## src/rtl/alu_issue_stage.sv

```systemverilog
// Decode-to-execute issue stage: captures one decoded RV32I instruction,
// resolves forwarding and operand selection, and holds registered ALU
// operands/control under a valid/ready handshake.
module alu_issue_stage #(
  parameter int unsigned XLEN = 32
) (
  input  logic            clk,
  input  logic            rst,
  input  logic            in_valid,
  output logic            in_ready,
  input  logic [6:0]      in_opcode,
  input  logic [2:0]      in_funct3,
  input  logic [6:0]      in_funct7,
  input  logic [4:0]      in_rs1,
  input  logic [4:0]      in_rs2,
  input  logic [4:0]      in_rd,
  input  logic [XLEN-1:0] in_rs1_data,
  input  logic [XLEN-1:0] in_rs2_data,
  input  logic [XLEN-1:0] in_imm,
  input  logic [XLEN-1:0] in_pc,
  input  logic            fwd_ex_valid,
  input  logic [4:0]      fwd_ex_rd,
  input  logic [XLEN-1:0] fwd_ex_data,
  input  logic            fwd_wb_valid,
  input  logic [4:0]      fwd_wb_rd,
  input  logic [XLEN-1:0] fwd_wb_data,
  input  logic            flush,
  output logic            out_valid,
  input  logic            out_ready,
  output logic [XLEN-1:0] alu_a,
  output logic [XLEN-1:0] alu_b,
  output logic [4:0]      alu_ctrl,
  output logic [4:0]      out_rd,
  output logic [XLEN-1:0] out_pc,
  output logic            out_illegal
);

  localparam int unsigned CTRL_W = 5;
  localparam int unsigned REG_W  = 5;

  localparam logic [6:0] OP_R      = 7'b0110011;
  localparam logic [6:0] OP_I      = 7'b0010011;
  localparam logic [6:0] OP_LUI    = 7'b0110111;
  localparam logic [6:0] OP_AUIPC  = 7'b0010111;
  localparam logic [6:0] OP_LOAD   = 7'b0000011;
  localparam logic [6:0] OP_STORE  = 7'b0100011;
  localparam logic [6:0] OP_BRANCH = 7'b1100011;

  localparam logic [CTRL_W-1:0] ALU_ADD  = CTRL_W'(0);
  localparam logic [CTRL_W-1:0] ALU_SUB  = CTRL_W'(1);
  localparam logic [CTRL_W-1:0] ALU_AND  = CTRL_W'(2);
  localparam logic [CTRL_W-1:0] ALU_OR   = CTRL_W'(3);
  localparam logic [CTRL_W-1:0] ALU_XOR  = CTRL_W'(4);
  localparam logic [CTRL_W-1:0] ALU_SLL  = CTRL_W'(5);
  localparam logic [CTRL_W-1:0] ALU_SRL  = CTRL_W'(6);
  localparam logic [CTRL_W-1:0] ALU_SRA  = CTRL_W'(7);
  localparam logic [CTRL_W-1:0] ALU_SLT  = CTRL_W'(8);
  localparam logic [CTRL_W-1:0] ALU_SLTU = CTRL_W'(9);

  // Map funct3 to an ALU code; alt selects SUB/SRA variants.
  function automatic logic [CTRL_W-1:0] f3_op(input logic [2:0] f3, input logic alt);
    case (f3)
      3'b000:  f3_op = alt ? ALU_SUB : ALU_ADD;
      3'b111:  f3_op = ALU_AND;
      3'b110:  f3_op = ALU_OR;
      3'b100:  f3_op = ALU_XOR;
      3'b001:  f3_op = ALU_SLL;
      3'b101:  f3_op = alt ? ALU_SRA : ALU_SRL;
      3'b010:  f3_op = ALU_SLT;
      default: f3_op = ALU_SLTU;
    endcase
  endfunction

  logic            capture;
  logic [XLEN-1:0] rs1_val, rs2_val;
  logic [XLEN-1:0] dec_a, dec_b;
  logic [CTRL_W-1:0] dec_ctrl;
  logic            dec_a_reg, dec_b_reg, dec_illegal;
  logic            a_reg, b_reg;
  logic [REG_W-1:0] a_idx, b_idx;
  logic            unused_f7;

  assign unused_f7 = ^{in_funct7[6], in_funct7[4:0]};

  assign in_ready = !out_valid || out_ready;
  assign capture  = in_valid && in_ready && !flush;

  // Forwarding: zero register, then EX result, then WB write, then register file.
  always_comb begin
    rs1_val = in_rs1_data;
    rs2_val = in_rs2_data;
    if (in_rs1 == '0)                             rs1_val = '0;
    else if (fwd_ex_valid && fwd_ex_rd == in_rs1) rs1_val = fwd_ex_data;
    else if (fwd_wb_valid && fwd_wb_rd == in_rs1) rs1_val = fwd_wb_data;
    if (in_rs2 == '0)                             rs2_val = '0;
    else if (fwd_ex_valid && fwd_ex_rd == in_rs2) rs2_val = fwd_ex_data;
    else if (fwd_wb_valid && fwd_wb_rd == in_rs2) rs2_val = fwd_wb_data;
  end

  // Opcode decode into ALU code and operand sources.
  always_comb begin
    dec_ctrl    = ALU_ADD;
    dec_a       = '0;
    dec_b       = '0;
    dec_a_reg   = 1'b0;
    dec_b_reg   = 1'b0;
    dec_illegal = 1'b0;
    case (in_opcode)
      OP_R: begin
        dec_ctrl  = f3_op(in_funct3, in_funct7[5]);
        dec_a     = rs1_val;
        dec_b     = rs2_val;
        dec_a_reg = 1'b1;
        dec_b_reg = 1'b1;
      end
      OP_I: begin
        dec_ctrl  = f3_op(in_funct3, in_funct7[5] && (in_funct3 == 3'b101));
        dec_a     = rs1_val;
        dec_b     = in_imm;
        dec_a_reg = 1'b1;
      end
      OP_LUI: begin
        dec_b = in_imm;
      end
      OP_AUIPC: begin
        dec_a = in_pc;
        dec_b = in_imm;
      end
      OP_LOAD, OP_STORE: begin
        dec_a     = rs1_val;
        dec_b     = in_imm;
        dec_a_reg = 1'b1;
      end
      OP_BRANCH: begin
        case (in_funct3[2:1])
          2'b10:   dec_ctrl = ALU_SLT;
          2'b11:   dec_ctrl = ALU_SLTU;
          default: dec_ctrl = ALU_SUB;
        endcase
        dec_a     = rs1_val;
        dec_b     = rs2_val;
        dec_a_reg = 1'b1;
        dec_b_reg = 1'b1;
      end
      default: dec_illegal = 1'b1;
    endcase
  end

  // Stage register: flush, capture, drain, or hold with WB snoop.
  always_ff @(posedge clk) begin
    if (rst) begin
      out_valid   <= 1'b0;
      alu_a       <= '0;
      alu_b       <= '0;
      alu_ctrl    <= '0;
      out_rd      <= '0;
      out_pc      <= '0;
      out_illegal <= 1'b0;
      a_reg       <= 1'b0;
      b_reg       <= 1'b0;
      a_idx       <= '0;
      b_idx       <= '0;
    end else if (flush) begin
      out_valid <= 1'b0;
    end else if (capture) begin
      out_valid   <= 1'b1;
      alu_a       <= dec_a;
      alu_b       <= dec_b;
      alu_ctrl    <= dec_ctrl;
      out_rd      <= in_rd;
      out_pc      <= in_pc;
      out_illegal <= dec_illegal;
      a_reg       <= dec_a_reg;
      b_reg       <= dec_b_reg;
      a_idx       <= in_rs1;
      b_idx       <= in_rs2;
    end else if (out_ready) begin
      out_valid <= 1'b0;
    end else if (out_valid) begin
      if (fwd_wb_valid && fwd_wb_rd != '0 && a_reg && fwd_wb_rd == a_idx) alu_a <= fwd_wb_data;
      if (fwd_wb_valid && fwd_wb_rd != '0 && b_reg && fwd_wb_rd == b_idx) alu_b <= fwd_wb_data;
    end
  end

endmodule

```

## config.mk

```make
export PLATFORM = sky130hd
export DESIGN_NAME = alu_issue_stage
export DESIGN_NICKNAME = d
export VERILOG_FILES = /design/src/rtl/alu_issue_stage.sv
export SDC_FILE = /design/constraint.sdc
export NUM_CORES = 1
export LEC_CHECK = 0
export BUFFER_PORTS_ARGS = -buffer_cell sky130_fd_sc_hd__buf_2
export CORE_ASPECT_RATIO = 0.5
export CORE_MARGIN = 3
export CORE_UTILIZATION = 48
export DETAILED_ROUTE_END_ITERATION = 8
export GPL_TIMING_DRIVEN = 0
export PLACE_DENSITY_LB_ADDON = 0.15
export SETUP_SLACK_MARGIN = 0.2
export SLEW_MARGIN = 20
export SYNTH_ARGS = -nofsm -noshare
export SYNTH_HDL_FRONTEND = slang
export SYNTH_SLANG_ARGS = --single-unit
```

## constraint.sdc

```tcl
create_clock -name clk -period 2.8 [get_ports clk]
set_input_delay 0.42 -clock clk [delete_from_list [all_inputs] [get_ports clk]]
set_output_delay 0.42 -clock clk [all_outputs]
set_load 0.005 [all_outputs]
```

* Word level (Yosys, flattened, before mapping)
Cells that the tools add are included.
** Word-level totals
- Flip-flop bits (word level) :: 120
- Bits of input ports :: 241
- Output and inout bits :: 109
- Logic and storage cells :: 94
** Operators by class
- Equal/unequal tests :: 22
- Multiplexer cells :: 29
- Bitwise operators :: 1
- Reductions and logical operators :: 31
** Operator list (count)
- 32-bit two-way mux :: 14
- 32-bit one-hot mux with 2 select lines :: 2
- 4-bit one-hot mux with 7 select lines :: 2
- 5-bit == test :: 6
- 7-bit by 6-bit == test with 1-bit output, second input constant :: 3
- 7-bit by 5-bit == test with 1-bit output, second input constant :: 2
- 3-bit == test, second input constant :: 4
- 1-bit logical AND :: 12
- 4-bit one-hot mux with 3 select lines :: 1
- 5-bit zero test :: 2
- 5-bit OR reduction :: 2
- 1-bit two-way mux :: 9
- 4-bit one-hot mux with 2 select lines :: 1
- 4-bit AND reduction :: 2
- 2-bit nonzero test :: 4
- 7-bit by 2-bit == test with 1-bit output, second input constant :: 1
- 7-bit == test, second input constant :: 1
- 7-bit OR reduction :: 1
- 5-bit nonzero test :: 1
- 2-bit == test, second input constant :: 2
- 2-bit OR reduction :: 2
- 3-bit by 1-bit == test with 1-bit output, second input constant :: 1
- 3-bit by 2-bit == test with 1-bit output, second input constant :: 1
- 3-bit zero test :: 1
- 5 further kinds :: 6

* Depth between registers and ports, before layout
Gate-level depths: netlist (run 1).
- Word-level depth :: 8
- Gate-level depth with buffers :: 8
- Mapped depth without buffers :: 6

* Least setup slack after synthesis (run 1)
OpenSTA, ideal clock, no wires.
- Path type :: input -> register
- Start :: input fwd_wb_rd[2]
- End :: register alu_a[10]
- Setup time :: 0.135 ns
- Arrival :: 2.231 ns
- Data required time :: 2.665 ns
- Slack :: 0.435 ns
- Stages :: 8
- Path buffers :: 3
- Path through :: clkbuf_1 -> xor2_1 -> or4_4 -> or4_1 -> buf_6 -> buf_8 -> a221oi_2 -> a211oi_1
** On the way
- Cells in the longest elaborated chain, start to end :: 7
- Elaborated cells between the ends (all ways) :: 14
- Classes of those cells :: eq/ne: 2; mux: 5; reduce/logical: 7
** RTL lines
- start, declared :: RTL line 25 : input logic [4:0] fwd_wb_rd,
- 5-bit == test :: RTL line 94 : else if (fwd_wb_valid && fwd_wb_rd == in_rs1) rs1_val = fwd_wb_data;
- 1-bit logical AND :: RTL line 94
- 32-bit two-way mux :: RTL line 94
- 32-bit two-way mux :: RTL line 93 : else if (fwd_ex_valid && fwd_ex_rd == in_rs1) rs1_val = fwd_ex_data;
- 32-bit two-way mux :: RTL line 92 : if (in_rs1 == '0) rs1_val = '0;
- 32-bit one-hot mux with 2 select lines :: RTL line 108 : case (in_opcode)
- 32-bit two-way mux :: RTL line 165 : end else if (capture) begin
- end signal, assigned :: RTL line 180 : if (fwd_wb_valid && fwd_wb_rd != '0 && a_reg && fwd_wb_rd == a_idx) alu_a <= fwd_wb_data;
- end, declared :: RTL line 30 : output logic [XLEN-1:0] alu_a,
Several ways; a longest one is shown, not always the timed one.
A chain may end at the register's enable or synchronous reset.

* Worst setup path after layout (run 1)
- Start :: register b_idx[3]
- End :: register alu_b[24]
** On the way
- Cells in the longest elaborated chain, start to end :: 4
** RTL lines
- start, declared :: RTL line 80 : logic [REG_W-1:0] a_idx, b_idx;
- start signal, assigned :: RTL line 176 : b_idx <= in_rs2;
- 5-bit == test :: RTL line 181 : if (fwd_wb_valid && fwd_wb_rd != '0 && b_reg && fwd_wb_rd == b_idx) alu_b <= fwd_wb_data;
- 1-bit logical AND :: RTL line 181
- 2-bit nonzero test (no line)
- 4-bit AND reduction (no line)
- end signal, assigned :: RTL line 181
- end, declared :: RTL line 31 : output logic [XLEN-1:0] alu_b,
Every way passes these cells.

==> flow_summary_export.csv, run 1 <==
group,metric,value,unit
timing,hold_ws,0.2266,ns
yosys,synth_ff_type,"dfxtp_1",
drt,drc_errors,0,
yosys,synth_cell_types,47,
yosys,async_flop_share,0,%
timing,worstMarginPinSlew,0.8709,ns
timing,relSlewSlack,41.83,%
cells_and_area,nFillCells,1327,
clocking,insertion_delay,0.43,ns
clocking,clock_path_buffers,2,
critical_path,cp-start-kind,"flip-flop",
place,pre_cts_ws,-0.4185,ns
drt,ant_nets,0,
timing,grt_setup_unrepaired,"yes",
timing,period_share,92.86,%
yosys,syn_area_per_cell,8.187,um^2
drt,wl,34.96,mm
power,leakagePower,4.281,nW
drt,firstDrtPassIters,8,
timing,finalCriticalPeriod,2.600,ns
die,die-area,0.01707,mm^2
die,core-area,0.01478,mm^2
outcome,status,"completed",
global_route,grt_use_total,38.31,%
drt,drt_iter0_markers,1290,
place,dpl.hpwl,26.26,mm
critical_path,crit_chain,"xnor2_1, nand4_1, o31ai_2, and2_1, clkbuf_1, clkbuf_1, a311oi_1",
die,io_pins,350,
clocking,htree_levels,4,
critical_path,cp-end-kind,"flip-flop",
timing,finalSetupViolCount,0,
clocking,cts_buffers,17,
cells_and_area,most-common-layout-cells,"338 x buf_2, 119 x dfxtp_1, 102 x nand2_1, 89 x a21oi_1, 79 x clkbuf_1",
global_route,grt_max_degree,17,
flow_run,drv_cap,0,
critical_path,cp_num_buf_inv,2,
power,power_density,513.9,mW/mm^2
place,gp_congestion,0.9574,
power,p_total,5.154,mW
yosys,netlist_area,0.007417,mm^2
critical_path,max_stage_delay,0.59,ns
global_route,antenna_found_initial,4,
die,dieWidth,181.8,um
cells_and_area,area.growth.synth_to_final,35.21,%
critical_path,cp_max_fo,10,
critical_path,reg2reg_slack,0.20,ns
die,placementRows,31,
yosys,synthCells,906,
global_route,grt_overflow_total,0,
critical_path,critPathTopFamily,"buffers and inverters",
global_route,grt_pass1_wl,50.93,mm
yosys,synth-seq-cells,119,
timing,skew,0.01035,ns
drt,wl_per_cell,23.69,um
yosys,synth_edf_count,0,
cells_and_area,layout_commonest_cell,"buf_2",
critical_path,crit_cells,7,
critical_path,rr_worst_depth,7,
cells_and_area,nets,1504,
critical_path,worstSetupPathType,"reg2reg",
clocking,ctsRootBufferMaster,"clkbuf_16",
yosys,synth_nets,1147,
clocking,holdBufCountCts,0,
drt,viasPerCell,6.598,
die,floorplan.initialDensity,50.19,%
critical_path,crit_required,3.07,ns
critical_path,arrival,2.87,ns
worst_hold_path,hold_depth,3,
die,die_h,93.90,um
drt,vias,9739,
yosys,seq_area_frac_synth,32.12,%
worst_hold_path,worst_hold_path_type,"in2reg",
critical_path,slowest_stage,"o31ai_2",
timing,fmax,0.3846,GHz
clocking,cts_tree,"yes",
cells_and_area,layout-drive-gt1-share,33.46,%
clocking,path_clk_slew,0.06,ns
clocking,cts.sinks,119,
global_route,grt_pass1_vias,9286,
timing,slew_viol_final,0,
timing,worst_slack,0.2000,ns
power,peakVddDrop,406.0,uV
timing,finalHoldViolCount,0,
cells_and_area,largestRegisters,"alu_a (32), alu_b (32), out_pc (32)",
place,io_buffers,335,
yosys,ys.warnings.count,0,
critical_path,crit_top_cell,"clkbuf_1",
==> what timing repair did <==
action	CTS	global route
resized for setup	7	27
setup buffers	0	3
endpoints found under the setup margin	48	68
pin swaps	0	2
==> final timing paths <==
| kind | startpoint | to |
|---|---|---|
| worst max-delay path | b_idx[3]$_SDFFE_PP0P_ | alu_b[24]$_SDFFE_PP0P_ |
| worst min-delay path | in_rd[0] | out_rd[0]$_SDFFE_PP0P_ |
| worst max register to register | b_idx[3]$_SDFFE_PP0P_ | alu_b[24]$_SDFFE_PP0P_ |
| worst min register to register | out_pc[9]$_SDFFE_PP0P_ | out_pc[9]$_SDFFE_PP0P_ |
==> worst min-delay path: stages <==
cell     delay [ns]
buf_2          0.10
nand2_1        0.04
a21oi_1        0.05
==> Yosys cell counts, types with 2 or more instances <==
library cell    n  share of area [%]
clkbuf_1       93                4.7
and2_1          7               0.59
nand3_1         4               0.27
a21boi_0       65                6.6
a311oi_1       38                4.5
o21ai_1         3               0.20
buf_2           3               0.20
dfxtp_1       119                 32
nor4_2          3               0.51
a221oi_2       20                4.0
buf_4           2               0.20
a211oi_1       28                2.8
buf_1           5               0.25
and3_1         64                5.4
nor4_1          2               0.17
nor3_1          3               0.20
xnor2_1        13                1.5
a21oi_1        89                6.0
buf_8           2               0.40
a221oi_1       36                4.3
buf_6           2               0.30
o21ai_0        32                2.2
a22oi_1        36                3.6
inv_1           4               0.20
o311ai_0       27                3.2
nor2b_1         4               0.34
o311ai_1        9                1.1
nand3b_1       38                3.8
nor2_1         15               0.76
o211ai_1        2               0.20
or4_1           4               0.40
nand2_1       102                5.2
xor2_1         18                2.1
==> metal layers <==
layer	wire length (um)	up-vias	track usage, %
li1	-	4219	-
met1	13010	4548	49.79
met2	15470	812	60.41
met3	4923	156	9.513
met4	1531	4	17.54
met5	26	-	0
==> metrics by stage <==
| stage | instance area (um^2) | instances | utilization [%] | setup TNS (ns) |
|---|---|---|---|---|
| after floorplan | 7417 | 906 | - | 0 |
| after global placement | 9341 | 1439 | 63.21 | -11.91 |
| after detailed placement | 9341 | 1439 | 63.21 | -13.61 |
| after CTS | 9970 | 1471 | 67.46 | 0 |
| after global routing | 10030 | 1476 | 67.86 | 0 |
| final | 10030 | 1476 | 67.86 | 0 |
==> cell families after synthesis <==
group / share of synthesized area, %
compound gates: 39.12
xor+xnor: 3.661
buf+inv: 6.275
flops: 32.12
other cells: 0.05056
simple gates: 18.78
==> report_power, final <==
| part | internal, mW | total, mW | switching (mW) |
|---|---|---|---|
| combinational | 0.407 | 1.01 | 0.603 |
| clock | 1.33 | 2.29 | 0.956 |
| sequential | 1.80 | 1.86 | 0.0604 |
| total | 3.53 | 5.15 | 1.62 |
==> final cells by class <==
cell class | count | area (um^2) | share of cell area, %
Antenna cell | 2 | 5.005 | 0.04991
Clock inverter | 15 | 168.9 | 1.684
Tap cell | 198 | 247.7 | 2.470
Sequential cell | 119 | 2382 | 23.76
Multi-Input combinational cell | 676 | 4616 | 46.03
Inverter | 4 | 15.01 | 0.1497
Buffer | 107 | 469.2 | 4.679
Clock buffer | 17 | 425.4 | 4.242
Timing Repair Buffer | 338 | 1699 | 16.94
No activity file was read; power rests on OpenSTA's default activity.
==> run 2, diff against run 1 <==
Settings changed: CORE_MARGIN 3 to 4.
==> run 2 against run 1 <==
The run now ends with design-rule violations left; die area rose by 3.3%; maximum frequency rose by 3.2%; wire length grew 1.2%; setup slack better by 0.079 ns; non-clock buffer count is 1 lower; clock power barely moved; register-to-register slack gained 0.08 ns; design area hardly changed; combinational power barely moved; total power about the same; highest routed layer unchanged.
==> flow_summary_export.csv, run 2 (synthesis results as in run 1) <==
group,metric,value,unit
die,dieWidth,183.8,um
timing,worst_slack,0.2794,ns
power,pwr-share-seq,36.0,%
clocking,cts_buffers,17,
power,switching_share,31.41,%
cells_and_area,nFillCells,1299,
flow_run,drv_cap,0,
place,dpl.hpwl,26.72,mm
drt,firstDrtPassIters,9,
critical_path,cp_max_fo,10,
cells_and_area,layout-drive-gt1-share,33.25,%
power,peakVddDrop,414.9,uV
critical_path,rr_worst_depth,7,
cells_and_area,most-common-layout-cells,"338 x buf_2, 119 x dfxtp_1, 102 x nand2_1, 89 x a21oi_1, 81 x clkbuf_1",
worst_hold_path,worst_hold_path_type,"in2reg",
place,pre_cts_ws,-0.4027,ns
cells_and_area,area.growth.synth_to_final,35.34,%
critical_path,crit_start,"b_idx[4]$_SDFFE_PP0P_",
global_route,grt_use_met1,47.35,%
place,gp_congestion,0.9305,
power,p_int,3.537,mW
timing,finalHoldViolCount,0,
power,power_density,513.8,mW/mm^2
drt,wl,35.38,mm
global_route,grt_overflow_total,0,
timing,period_share,90.02,%
die,core-area,0.01478,mm^2
drt,drt_iter0_markers,1211,
place,dpl.cell_count,1439,
cells_and_area,nets,1503,
timing,skew,0.01224,ns
clocking,cts.sinks,119,
place,io_buffers,335,
timing,finalSetupViolCount,0,
global_route,use_met3,9.853,%
timing,hold_ws,0.2272,ns
worst_hold_path,min_from,"in_rd[1]",
drt,drc_errors,7,
global_route,antenna_found_initial,2,
drt,ant_nets,0,
die,placementRows,31,
outcome,failed_checks,"design-rule violations",
critical_path,regToRegEndpoint,"alu_b[30]$_SDFFE_PP0P_",
timing,finalCriticalPeriod,2.521,ns
clocking,cts_tree,"yes",
drt,vias,9800,
die,die-area,0.01763,mm^2
critical_path,worstSetupPathType,"reg2reg",
cells_and_area,layout_commonest_cell,"buf_2",
timing,grt_setup_unrepaired,"no",
global_route,top_usage_layer,"met2",
power,power_frac_comb,19.7,%
worst_hold_path,whs_endpoint,"out_rd[1]$_SDFFE_PP0P_",
drt,wl_per_cell,24.02,um
clocking,clock_path_buffers,2,
place,dpl_cell_area,0.009341,mm^2
drt,viasPerCell,6.653,
cells_and_area,final_util,67.93,%
global_route,grt_use_total,37.26,%
timing,relSlewSlack,44.12,%
cells_and_area,stdcell_count,1473,
worst_hold_path,hold_depth,3,
outcome,status,"complete, but fails checks",
global_route,grtUsageMet2,58.94,%
global_route,grt_pass1_wl,50.49,mm
cells_and_area,largestRegisters,"alu_a (32), alu_b (32), out_pc (32)",
die,io_pins,350,
timing,fmax,0.3967,GHz
clocking,insertion_delay,0.43,ns
critical_path,crit-reg2reg-launch,"b_idx[4]$_SDFFE_PP0P_",
clocking,htree_levels,4,
timing,worstMarginPinSlew,0.8382,ns
power,p_clk_share,44.3,%
critical_path,reg2reg_slack,0.28,ns
timing,slew_viol_final,0,
power,power.net_switching,1.620,mW
critical_path,arrival,2.78,ns
global_route,grt_pass1_vias,9202,
power,leakagePower,4.281,nW
cells_and_area,design_area,0.01004,mm^2
die,floorplan.initialDensity,50.19,%
critical_path,cp-end-kind,"flip-flop",
critical_path,cp-start-kind,"flip-flop",
die,die_h,95.90,um
clocking,ctsRootBufferMaster,"clkbuf_16",
critical_path,crit_required,3.06,ns
cells_and_area,diodes,0,
global_route,grt_max_degree,17,
clocking,path_clk_slew,0.07,ns
==> run 2: cell count changes in the layout (fill, tap and decap cells not counted), moves of 2 or more <==
cell        delta
clkinv_2       +2
clkinvlp_4     -3
clkbuf_2       -3
diode_2        -2
clkbuf_1       +2
==> run 2: worst max-delay path: stages (launching register included) <==
cell	delay (ns)
dfxtp_1	0.32
xnor2_1	0.16
nand4_1	0.18
o31ai_4	0.47
and2_1	0.20
clkbuf_1	0.33
clkbuf_1	0.48
a311oi_1	0.22
==> run 2: per-layer routing <==
metal,vias up,wire [um]
li1,4228,-
met1,4499,13190
met2,870,15540
met3,197,4696
met4,6,1902
met5,-,56
==> run 2: worst max-delay path by stage <==
stage                        endpoint  slack, ns
6_report       alu_b[30]$_SDFFE_PP0P_       0.28
5_1_grt         alu_a[6]$_SDFFE_PP0P_       0.22
4_1_cts        alu_b[16]$_SDFFE_PP0P_       0.20
3_5_place_dp   alu_b[20]$_SDFFE_PP0P_      -0.40
3_3_place_gp    alu_b[7]$_SDFFE_PP0P_      -0.33
2_1_floorplan  alu_a[10]$_SDFFE_PP0P_       0.43
==> run 2: what timing repair did <==
item | in CTS | in global routing
hold buffers | 0 | 0
gates resized for setup | 6 | 27
hold endpoints to repair | 0 | 0
pin swaps | 0 | 1
setup buffers | 0 | 2
setup endpoints to repair | 38 | 80
==> run 2: area by class of cell <==
type / count / area (um^2) / share of cell area [%]
Buffer: 107 / 465.4 / 4.637
Clock inverter: 15 / 167.7 / 1.670
Multi-Input combinational cell: 676 / 4643 / 46.25
Clock buffer: 17 / 425.4 / 4.238
Tap cell: 198 / 247.7 / 2.468
Timing Repair Buffer: 337 / 1692 / 16.85
Inverter: 4 / 15.01 / 0.1496
Sequential cell: 119 / 2382 / 23.73
==> run 2: power groups by stage <==
stage | combinational (mW) | sequential, mW | clock (mW)
after detailed placement | 0.958 | 1.89 | 0
after global routing | 1.08 | 1.86 | 2.34
final | 1.02 | 1.86 | 2.28
after CTS | 0.972 | 1.85 | 2.26
after floorplan | 0.453 | 1.89 | 0
after global placement | 0.941 | 1.89 | 0
==> run 2: per-stage QoR <==
stage,TNS [ns],total power [mW]
floorplan,0,2.346
CTS,0,5.086
detailed placement,-13.22,2.849
global placement,-10.50,2.827
global route,0,5.280
finish,0,5.158
==> run 3, diff against run 2 <==
Settings changed: BUFFER_PORTS_ARGS -buffer_cell sky130_fd_sc_hd__buf_2 to unset, CORE_UTILIZATION 48 to 55, DONT_BUFFER_PORTS set to 1.
==> run 3 against run 2 <==
The run now ends clean; first-iteration DRC count is 22% lower; hold slack got worse by 0.094 ns; global-route usage is 2.8 points higher; setup slack gained 0.024 ns; combinational power down 36%; largest cell class unchanged; largest power group unchanged.
==> flow_summary_export.csv, run 3 (synthesis results as in run 1) <==
group,metric,value,unit
global_route,grt_max_degree,17,
clocking,cts_buffers,17,
clocking,cts_tree,"yes",
global_route,grt_pass1_vias,7972,
critical_path,crit_required,3.10,ns
timing,grt_setup_unrepaired,"no",
place,dpl_cell_area,0.007630,mm^2
cells_and_area,most-common-layout-cells,"119 x dfxtp_1, 102 x nand2_1, 89 x a21oi_1, 82 x clkbuf_1, 65 x a21boi_0",
drt,wl_met3,4.689,mm
timing,skew,0.01457,ns
cells_and_area,final_util,64.24,%
clocking,cts.sinks,119,
power,peakVddDrop,402.6,uV
drt,drt-met1-wl,11.89,mm
critical_path,cp-start-kind,"flip-flop",
drt,ant_nets,0,
critical_path,cp-end-kind,"flip-flop",
cells_and_area,design_area,0.008298,mm^2
place,io_buffers,0,
cells_and_area,layout_commonest_cell,"dfxtp_1",
die,placementRows,29,
timing,finalSetupViolCount,0,
outcome,status,"completed",
clocking,ctsRootBufferMaster,"clkbuf_16",
power,leakagePower,2.801,nW
global_route,grt_use_total,40.04,%
die,die-area,0.01552,mm^2
critical_path,worstSetupPathType,"reg2reg",
timing,finalHoldViolCount,0,
die,core-area,0.01292,mm^2
timing,worst_slack,0.3035,ns
flow_run,drv_cap,0,
place,dpl.hpwl,25.02,mm
die,dieWidth,172.2,um
die,io_pins,350,
timing,period_share,89.16,%
cells_and_area,layout-drive-gt1-share,9.265,%
drt,firstDrtPassIters,5,
drt,wl,32.71,mm
cells_and_area,largestRegisters,"alu_a (32), alu_b (32), out_pc (32)",
die,floorplan.initialDensity,57.42,%
cells_and_area,nets,1167,
timing,relSlewSlack,41.95,%
critical_path,cp_max_fo,10,
drt,dr.max_layer_used,"met5",
drt,viasPerCell,7.463,
timing,fin_tns_setup,0,ns
clocking,insertion_delay,0.42,ns
timing,slew_viol_final,0,
global_route,grt_pass1_wl,48.07,mm
timing,finalCriticalPeriod,2.496,ns
place,gp_congestion,0.9660,
drt,drc_errors,0,
power,power_density,570.1,mW/mm^2
critical_path,arrival,2.80,ns
power,p_total,4.731,mW
global_route,grt_overflow_total,0,
worst_hold_path,worst_hold_path_type,"in2reg",
timing,fmax,0.4006,GHz
drt,met2_length,14.52,mm
place,pre_cts_ws,-0.3799,ns
global_route,antenna_found_initial,6,
die,die_h,90.12,um
timing,worstMarginPinSlew,0.8708,ns
drt,vias,8306,
clocking,path_clk_slew,0.06,ns
clocking,htree_levels,4,
drt,drt_iter0_markers,939,
clocking,clock_path_buffers,2,
cells_and_area,area.growth.synth_to_final,11.88,%
drt,wl_per_cell,29.39,um
-- run 3: layout make-up --
class	instances	area [um^2]
Buffer	107	464.2
Timing Repair Buffer	1	7.507
Antenna cell	4	10.01
Multi-Input combinational cell	676	4627
Clock inverter	15	153.9
Sequential cell	119	2382
Tap cell	170	212.7
Inverter	4	15.01
Clock buffer	17	425.4
Fill cell	1197	4619
-- run 3: path summary, 6_finish.rpt --
kind	from	end	slack, ns	depth (start not counted)
setup reg to reg	out_valid$_SDFFE_PP0P_	alu_b[19]$_SDFFE_PP0P_	0.30	7
setup / recovery	out_valid$_SDFFE_PP0P_	alu_b[19]$_SDFFE_PP0P_	0.30	7
hold / removal	in_rs2[2]	b_idx[2]$_SDFFE_PP0P_	0.13	2
hold reg to reg	b_idx[2]$_SDFFE_PP0P_	b_idx[2]$_SDFFE_PP0P_	0.47	2
-- run 3: where the power goes --
group / internal, mW / switching [mW]
logic: 0.237 / 0.411
clock network: 1.31 / 0.881
registers: 1.80 / 0.0924
total: 3.35 / 1.38
-- run 3: layer usage --
metal	up-vias	global-route usage (%)
met1	3933	49.28
li1	3554	-
met2	672	62.05
met5	-	0
met4	4	17.59
met3	143	15.56
-- run 3: through the flow --
stage | hold slack (ns) | cells
global placement | 0.4566 | 1076
finish | 0.1332 | 1113
CTS | 0.1316 | 1108
floorplan | 0.4481 | 906
global route | 0.1313 | 1113
detailed placement | 0.4607 | 1076
-- run 3: critical path, stage by stage (launching register included) --
cell,delay (ns)
dfxtp_1,0.33
nor2b_2,0.21
inv_1,0.19
nand3_1,0.14
nor2_1,0.41
buf_1,0.49
o311ai_0,0.27
a311oi_1,0.34
-- run 3: repair_timing --
item | 4_1_cts | 5_1_grt
gates cloned | 0 | 0
endpoints found under the setup margin | 39 | 115
buffers inserted | 0 | 1
hold buffers | 0 | 0
pin swaps | 0 | 1
gates resized for setup | 8 | 19
